===== src/rtl/pcb_pkg.sv =====
// Shared definitions for the sequential alphabet pre-computation bank.
package pcb_pkg;

  typedef enum logic [2:0] {StIdle, StC3, StC5, StC7, StHold} pcb_state_e;

  // Guard bits so 7x of a full-scale multiplicand never overflows the bank.
  localparam int unsigned BankGuard = 3;

  // Shift amounts feeding the shared adder for the 3x, 5x and 7x steps.
  localparam int unsigned Shift3 = 1;
  localparam int unsigned Shift5 = 2;
  localparam int unsigned Shift7 = 3;

  function automatic int unsigned bank_width(input int unsigned width);
    return width + BankGuard;
  endfunction

endpackage


===== src/rtl/pcb_addsub.sv =====
// Shared adder/subtractor reused across the three alphabet steps.
module pcb_addsub #(
  parameter int unsigned Width = 19
) (
  input  logic [Width-1:0] a_i,
  input  logic [Width-1:0] b_i,
  input  logic             sub_i,
  output logic [Width-1:0] y_o
);

  assign y_o = sub_i ? (a_i - b_i) : (a_i + b_i);

endmodule


===== src/rtl/pre_comp_bank_seq.sv =====
// Sequential pre-computation bank: 1x/3x/5x/7x of a captured multiplicand using one
// shared adder/subtractor over three cycles, with the weight word carried alongside.
module pre_comp_bank_seq
  import pcb_pkg::*;
#(
  parameter int unsigned LOG2_WIDTH = 4,
  parameter int unsigned WIDTH      = 2 ** LOG2_WIDTH
) (
  input  logic                   clk,
  input  logic                   rst_n,
  input  logic                   in_valid,
  output logic                   in_ready,
  input  logic [WIDTH-1:0]       X,
  input  logic [WIDTH-1:0]       W_IN,
  output logic                   out_valid,
  input  logic                   out_ready,
  output logic [WIDTH+2:0]       I1,
  output logic [WIDTH+2:0]       I3,
  output logic [WIDTH+2:0]       I5,
  output logic [WIDTH+2:0]       I7,
  output logic [WIDTH-1:0]       W_OUT
);

  localparam int unsigned BankW = bank_width(WIDTH);

  pcb_state_e         state_q, state_d;
  logic [WIDTH-1:0]   x_q, x_d;
  logic [WIDTH-1:0]   w_q, w_d;
  logic [BankW-1:0]   i1_q, i1_d, i3_q, i3_d, i5_q, i5_d, i7_q, i7_d;

  logic [BankW-1:0]   x_ext;
  logic [BankW-1:0]   op_a, op_b, sum;
  logic               op_sub;
  logic               xfer;

  assign x_ext    = {{BankGuard{1'b0}}, x_q};
  assign in_ready = (state_q == StIdle) || ((state_q == StHold) && out_ready);
  assign xfer     = in_valid && in_ready;

  // Operand steering for the single shared arithmetic unit.
  always_comb begin
    op_a   = x_ext;
    op_b   = x_ext << Shift3;
    op_sub = 1'b0;
    unique case (state_q)
      StC5: op_b = x_ext << Shift5;
      StC7: begin
        op_a   = x_ext << Shift7;
        op_b   = x_ext;
        op_sub = 1'b1;
      end
      default: ;
    endcase
  end

  pcb_addsub #(
    .Width (BankW)
  ) u_addsub (
    .a_i   (op_a),
    .b_i   (op_b),
    .sub_i (op_sub),
    .y_o   (sum)
  );

  always_comb begin
    state_d = state_q;
    x_d     = x_q;
    w_d     = w_q;
    i1_d    = i1_q;
    i3_d    = i3_q;
    i5_d    = i5_q;
    i7_d    = i7_q;
    unique case (state_q)
      StIdle, StHold: begin
        if (xfer) begin
          x_d     = X;
          w_d     = W_IN;
          i1_d    = {{BankGuard{1'b0}}, X};
          state_d = StC3;
        end else if (state_q == StHold && out_ready) begin
          state_d = StIdle;
        end
      end
      StC3: begin
        i3_d    = sum;
        state_d = StC5;
      end
      StC5: begin
        i5_d    = sum;
        state_d = StC7;
      end
      StC7: begin
        i7_d    = sum;
        state_d = StHold;
      end
      default: state_d = StIdle;
    endcase
  end

  always_ff @(posedge clk or negedge rst_n) begin
    if (!rst_n) begin
      state_q <= StIdle;
      x_q     <= '0;
      w_q     <= '0;
      i1_q    <= '0;
      i3_q    <= '0;
      i5_q    <= '0;
      i7_q    <= '0;
    end else begin
      state_q <= state_d;
      x_q     <= x_d;
      w_q     <= w_d;
      i1_q    <= i1_d;
      i3_q    <= i3_d;
      i5_q    <= i5_d;
      i7_q    <= i7_d;
    end
  end

  assign out_valid = (state_q == StHold);
  assign I1        = i1_q;
  assign I3        = i3_q;
  assign I5        = i5_q;
  assign I7        = i7_q;
  assign W_OUT     = w_q;

endmodule


===== config.mk =====
export PLATFORM = sky130hd
export DESIGN_NAME = pre_comp_bank_seq
export DESIGN_NICKNAME = d
export VERILOG_FILES = /design/src/rtl/pcb_pkg.sv /design/src/rtl/pcb_addsub.sv /design/src/rtl/pre_comp_bank_seq.sv
export SDC_FILE = /design/constraint.sdc
export NUM_CORES = 1
export LEC_CHECK = 0
export BUFFER_PORTS_ARGS = -buffer_cell sky130_fd_sc_hd__buf_2
export CAP_MARGIN = 20
export CORE_ASPECT_RATIO = 1.2
export CORE_MARGIN = 2
export CORE_UTILIZATION = 28
export CTS_CLUSTER_DIAMETER = 150
export DETAILED_ROUTE_END_ITERATION = 16
export PLACE_DENSITY = 0.48
export SETUP_SLACK_MARGIN = 0.4
export SYNTH_ARGS = -nofsm -noshare
export SYNTH_HDL_FRONTEND = slang
export SYNTH_HIERARCHICAL = 1
export SYNTH_SLANG_ARGS = --single-unit

===== constraint.sdc =====
create_clock -name clk -period 6 [get_ports clk]
set_input_delay 0.9 -clock clk [delete_from_list [all_inputs] [get_ports clk]]
set_output_delay 0.9 -clock clk [all_outputs]
set_load 0.01 [all_outputs]

==> results.md <==
- Summed over all layers, the routed wires come to 13.2 mm.
- The class of the worst hold path is reg -> reg.
- The type of destination of the critical path is a flop.
- The run finished with clean final reports.
- The synthesis-stage register bit count is between 90 and 100.
- The number of global-route vias before repair is between 4000 and 5000.
- The startpoint identified for the worst hold timing path is I7[17].
- The via count is 3960.
- The number of nets in the final layout is about 640.
- 130 I/O pins were placed.
- After the first detailed-routing iteration, the DRC count stood at 78.
- The worst setup path is launched from a flop.
- The worst register-to-register path ends at I3[18].
- The path type of the worst setup path is reg -> reg.
- The number of I/O port buffers is 126.
- Clock-pin slew was measured on the worst setup and hold paths at 0.07 ns.
- The detail route stage leaves a number of antenna-violating nets equal to 0.
- The buffer count from post-CTS setup fixing is 0.
- The share of the clock period used by the worst path after layout is between 80% and 90%.
- Leaving out fill and tap cells, the most frequent cell in the layout is sky130_fd_sc_hd__buf_2.
- The worst-path maximum fanout is 32.
- The H-tree was split into 3 levels.
- For the finished layout, the period the worst path requires is 4.88 ns.
- The share of the Yosys chip area taken by registers is 43.6%.
- During synthesis, Yosys emitted a total of 6 warnings.
- The worst pin sits at a relative slew slack of a little over a third.
- The area of the die is 0.0200 mm².
- The synthesized instance count is between 400 and 500.
- The number of stages on the worst hold path is 1.
- Setup repair after global routing left no endpoint under its margin.
- The half-perimeter wire length of the detailed placement result is 9.87 mm.
- The fraction of final layout cells sized beyond drive strength 1 is between 40% and 50%.
- Between clock sinks in the finished design, the worst skew comes to 0.00686 ns.
- The final hold violation count came to 0.
- The signal arrival time at the worst endpoint is a little over 5 ns.
- The root buffer cell is sky130_fd_sc_hd__clkbuf_16.
- For this run, design rule violations remaining after detail routing come to 0.
- Setup violations remaining at the end of the flow were counted as 0.
- The total inserted antenna cells is 0.
- The die outline width is ~130 µm.
- The final weighted congestion in routability-driven placement is 0.854.
- The number of gates resized after CTS was 0.
- The worst hold path terminates at I7[17].
- TritonCTS built the clock tree.
- Counting the buffers created by CTS gives 9.
- Leaving out fill and tap cells, the most frequent cells in the layout are sky130_fd_sc_hd__buf_2, sky130_fd_sc_hd__mux2_2, sky130_fd_sc_hd__dfrtp_1, sky130_fd_sc_hd__xnor2_1, sky130_fd_sc_hd__a21oi_1.
- After detailed routing, the average wire length per cell comes to 15.5 µm.
- Data on the critical path is required at its endpoint by roughly 6.2 ns.
- The first global-routing pass estimated 20.9 mm of wire.
- The clock net in this run drives a total of 92 sinks.
- After synthesis, the netlist uses 56 different library cells.
- In the final timing run, aggregate negative setup slack is 0 ns.
- From synthesis to final layout, the design area changed by 22.5%.
- Derived from the worst setup path, the maximum achievable clock frequency is between 0.2 and 0.25 GHz.
- The overall fraction of global-route tracks in use is 13.6%.
- Each instance of the synthesized netlist takes up on average ~11 µm².
- The number of antenna violations at the first check in global routing is 0.
- The filler cell count is 1905.
- In the synthesized netlist the async set-or-reset flop fraction comes to 100%.
- The total overflow left after global routing is 0.
- Among all flip-flop cells after synthesis, the most frequent one is sky130_fd_sc_hd__dfrtp_1.
- After detailed routing, the number of vias per cell comes to ~4.7.
- The slack of the worst reg-to-reg path is 1.12 ns.
- The post-cts hold buffer count is 0.
- The critical register-to-register path startpoint is state_q[2].
- In this run the core area contains 55 standard-cell rows.
- The final number of max-transition violations is 0.
- The clock insertion delay at the later pin of the skew report is 0.35 ns.
- The depth of the worst register-to-register path is 14.
- The netlist area before placement is 0.00528 mm².
- Entering global routing, the biggest net connects 49 pins.
- No sink is reached through more buffers than the 2 on the longest clock path.
- The die is about 150 µm tall.
- The first TritonRoute pass finished after 4 iterations.
- After floorplanning, the core was sized to cover 0.0186 mm².
- The effective utilization at floorplan is 28.3%.
- At the pin with the least slew margin, the transition time is about 0.96 ns.
- Across the run, the number of max-cap violations was 0.
- The number of flops mapped to enable cells by yosys is 0.
through the flow:
stage | cell area (µm²) | hold WS, ns | instances | utilization (%) | setup WS (ns)
after floorplan | 5300 | 0.509 | 466 | - | 1.98
after global placement | 6160 | 0.479 | 832 | 33.0 | 1.22
after detailed placement | 6190 | 0.488 | 833 | 33.2 | 1.15
after CTS | 6470 | 0.503 | 849 | 34.7 | 1.14
after global routing | 6470 | 0.513 | 849 | 34.7 | 0.709
final | 6470 | 0.496 | 849 | 34.7 | 1.12
registers in the layout (all words and copies together) (netlist names):
name,flops
x_q,16
W_OUT,16
I3,19
state_q,3
I5,19
I7,19
Yosys cell counts, drive strengths merged (3+ instances only):
master | count | share of area (%)
a21oi | 25 | 2.4
mux2 | 101 | 22
nand2 | 24 | 1.8
clkbuf | 5 | 0.36
dfrtp | 92 | 44
xnor2 | 29 | 4.9
nand3 | 3 | 0.38
buf | 16 | 2.1
nor2 | 20 | 1.4
mux2i | 15 | 2.8
inv | 14 | 0.99
nor2b | 4 | 0.62
or4 | 4 | 0.78
o21ai | 26 | 2.5
and2 | 5 | 0.59
o21a | 3 | 0.43
nand2b | 4 | 0.47
a21o | 6 | 0.85
nor3 | 8 | 0.97
ha | 19 | 4.5
and3 | 6 | 0.71
a31oi | 6 | 0.83
xor2 | 4 | 0.66
layout make-up:
| cell class | count | area [µm²] | area share, % |
|---|---|---|---|
| Timing Repair Buffer | 132 | 698 | 10.8 |
| Clock inverter | 5 | 35.0 | 0.541 |
| Multi-Input combinational cell | 339 | 2810 | 43.4 |
| Sequential cell | 92 | 2300 | 35.6 |
| Clock buffer | 11 | 253 | 3.90 |
| Tap cell | 256 | 320 | 4.95 |
| Inverter | 14 | 52.6 | 0.812 |
kinds of logic (layout without fill, tap and decap cells):
family,count (synthesis),after routing,share of synthesized area (%)
AND/OR/NAND/NOR,86,86,8.88
multiplexers,116,116,24.4
other,1,4,0.0710
XOR/XNOR,33,33,5.61
flip-flops,92,92,43.6
adder cells (fa/ha/maj),20,20,4.88
buffers and inverters,35,162,3.46
AO/OA/AOI/OAI,80,80,9.16
worst max-delay path, stage by stage, from the launching register on:
cell                       delay (ns)
sky130_fd_sc_hd__dfrtp_1         0.45
sky130_fd_sc_hd__nand2b_1        0.14
sky130_fd_sc_hd__buf_4           0.28
sky130_fd_sc_hd__o21ai_0         0.29
sky130_fd_sc_hd__or4_4           0.56
sky130_fd_sc_hd__nor4_1          0.75
sky130_fd_sc_hd__nor2_1          0.11
sky130_fd_sc_hd__xnor2_1         0.17
sky130_fd_sc_hd__ha_1            0.28
sky130_fd_sc_hd__or4_1           0.43
sky130_fd_sc_hd__o21ai_2         0.31
sky130_fd_sc_hd__o21ai_1         0.15
sky130_fd_sc_hd__a221oi_1        0.32
sky130_fd_sc_hd__xnor2_1         0.21
sky130_fd_sc_hd__mux2_2          0.30
metal layers:
| metal | track usage, % | vias to the layer above | wire length (µm) |
|---|---|---|---|
| met1 | 15.3 | 1955 | 5490 |
| li1 | - | 1894 | - |
| met4 | 6.21 | 0 | 276 |
| met3 | 2.59 | 16 | 516 |
| met5 | 0 | - | 0 |
| met2 | 24.5 | 95 | 6900 |
how the worst max path moves through the flow:
stage	end	from	cells after the start
finish	I3[18]	state_q[2]	14
global route	I5[18]	state_q[2]	15
CTS	I3[18]	state_q[2]	14
detailed placement	I3[18]	state_q[2]	14
global placement	I5[18]	state_q[2]	14
floorplan	I5[18]	state_q[2]	14
Power is not shown: default switching activity piles up to over one toggle a cycle in this logic, so the estimate is an artifact.
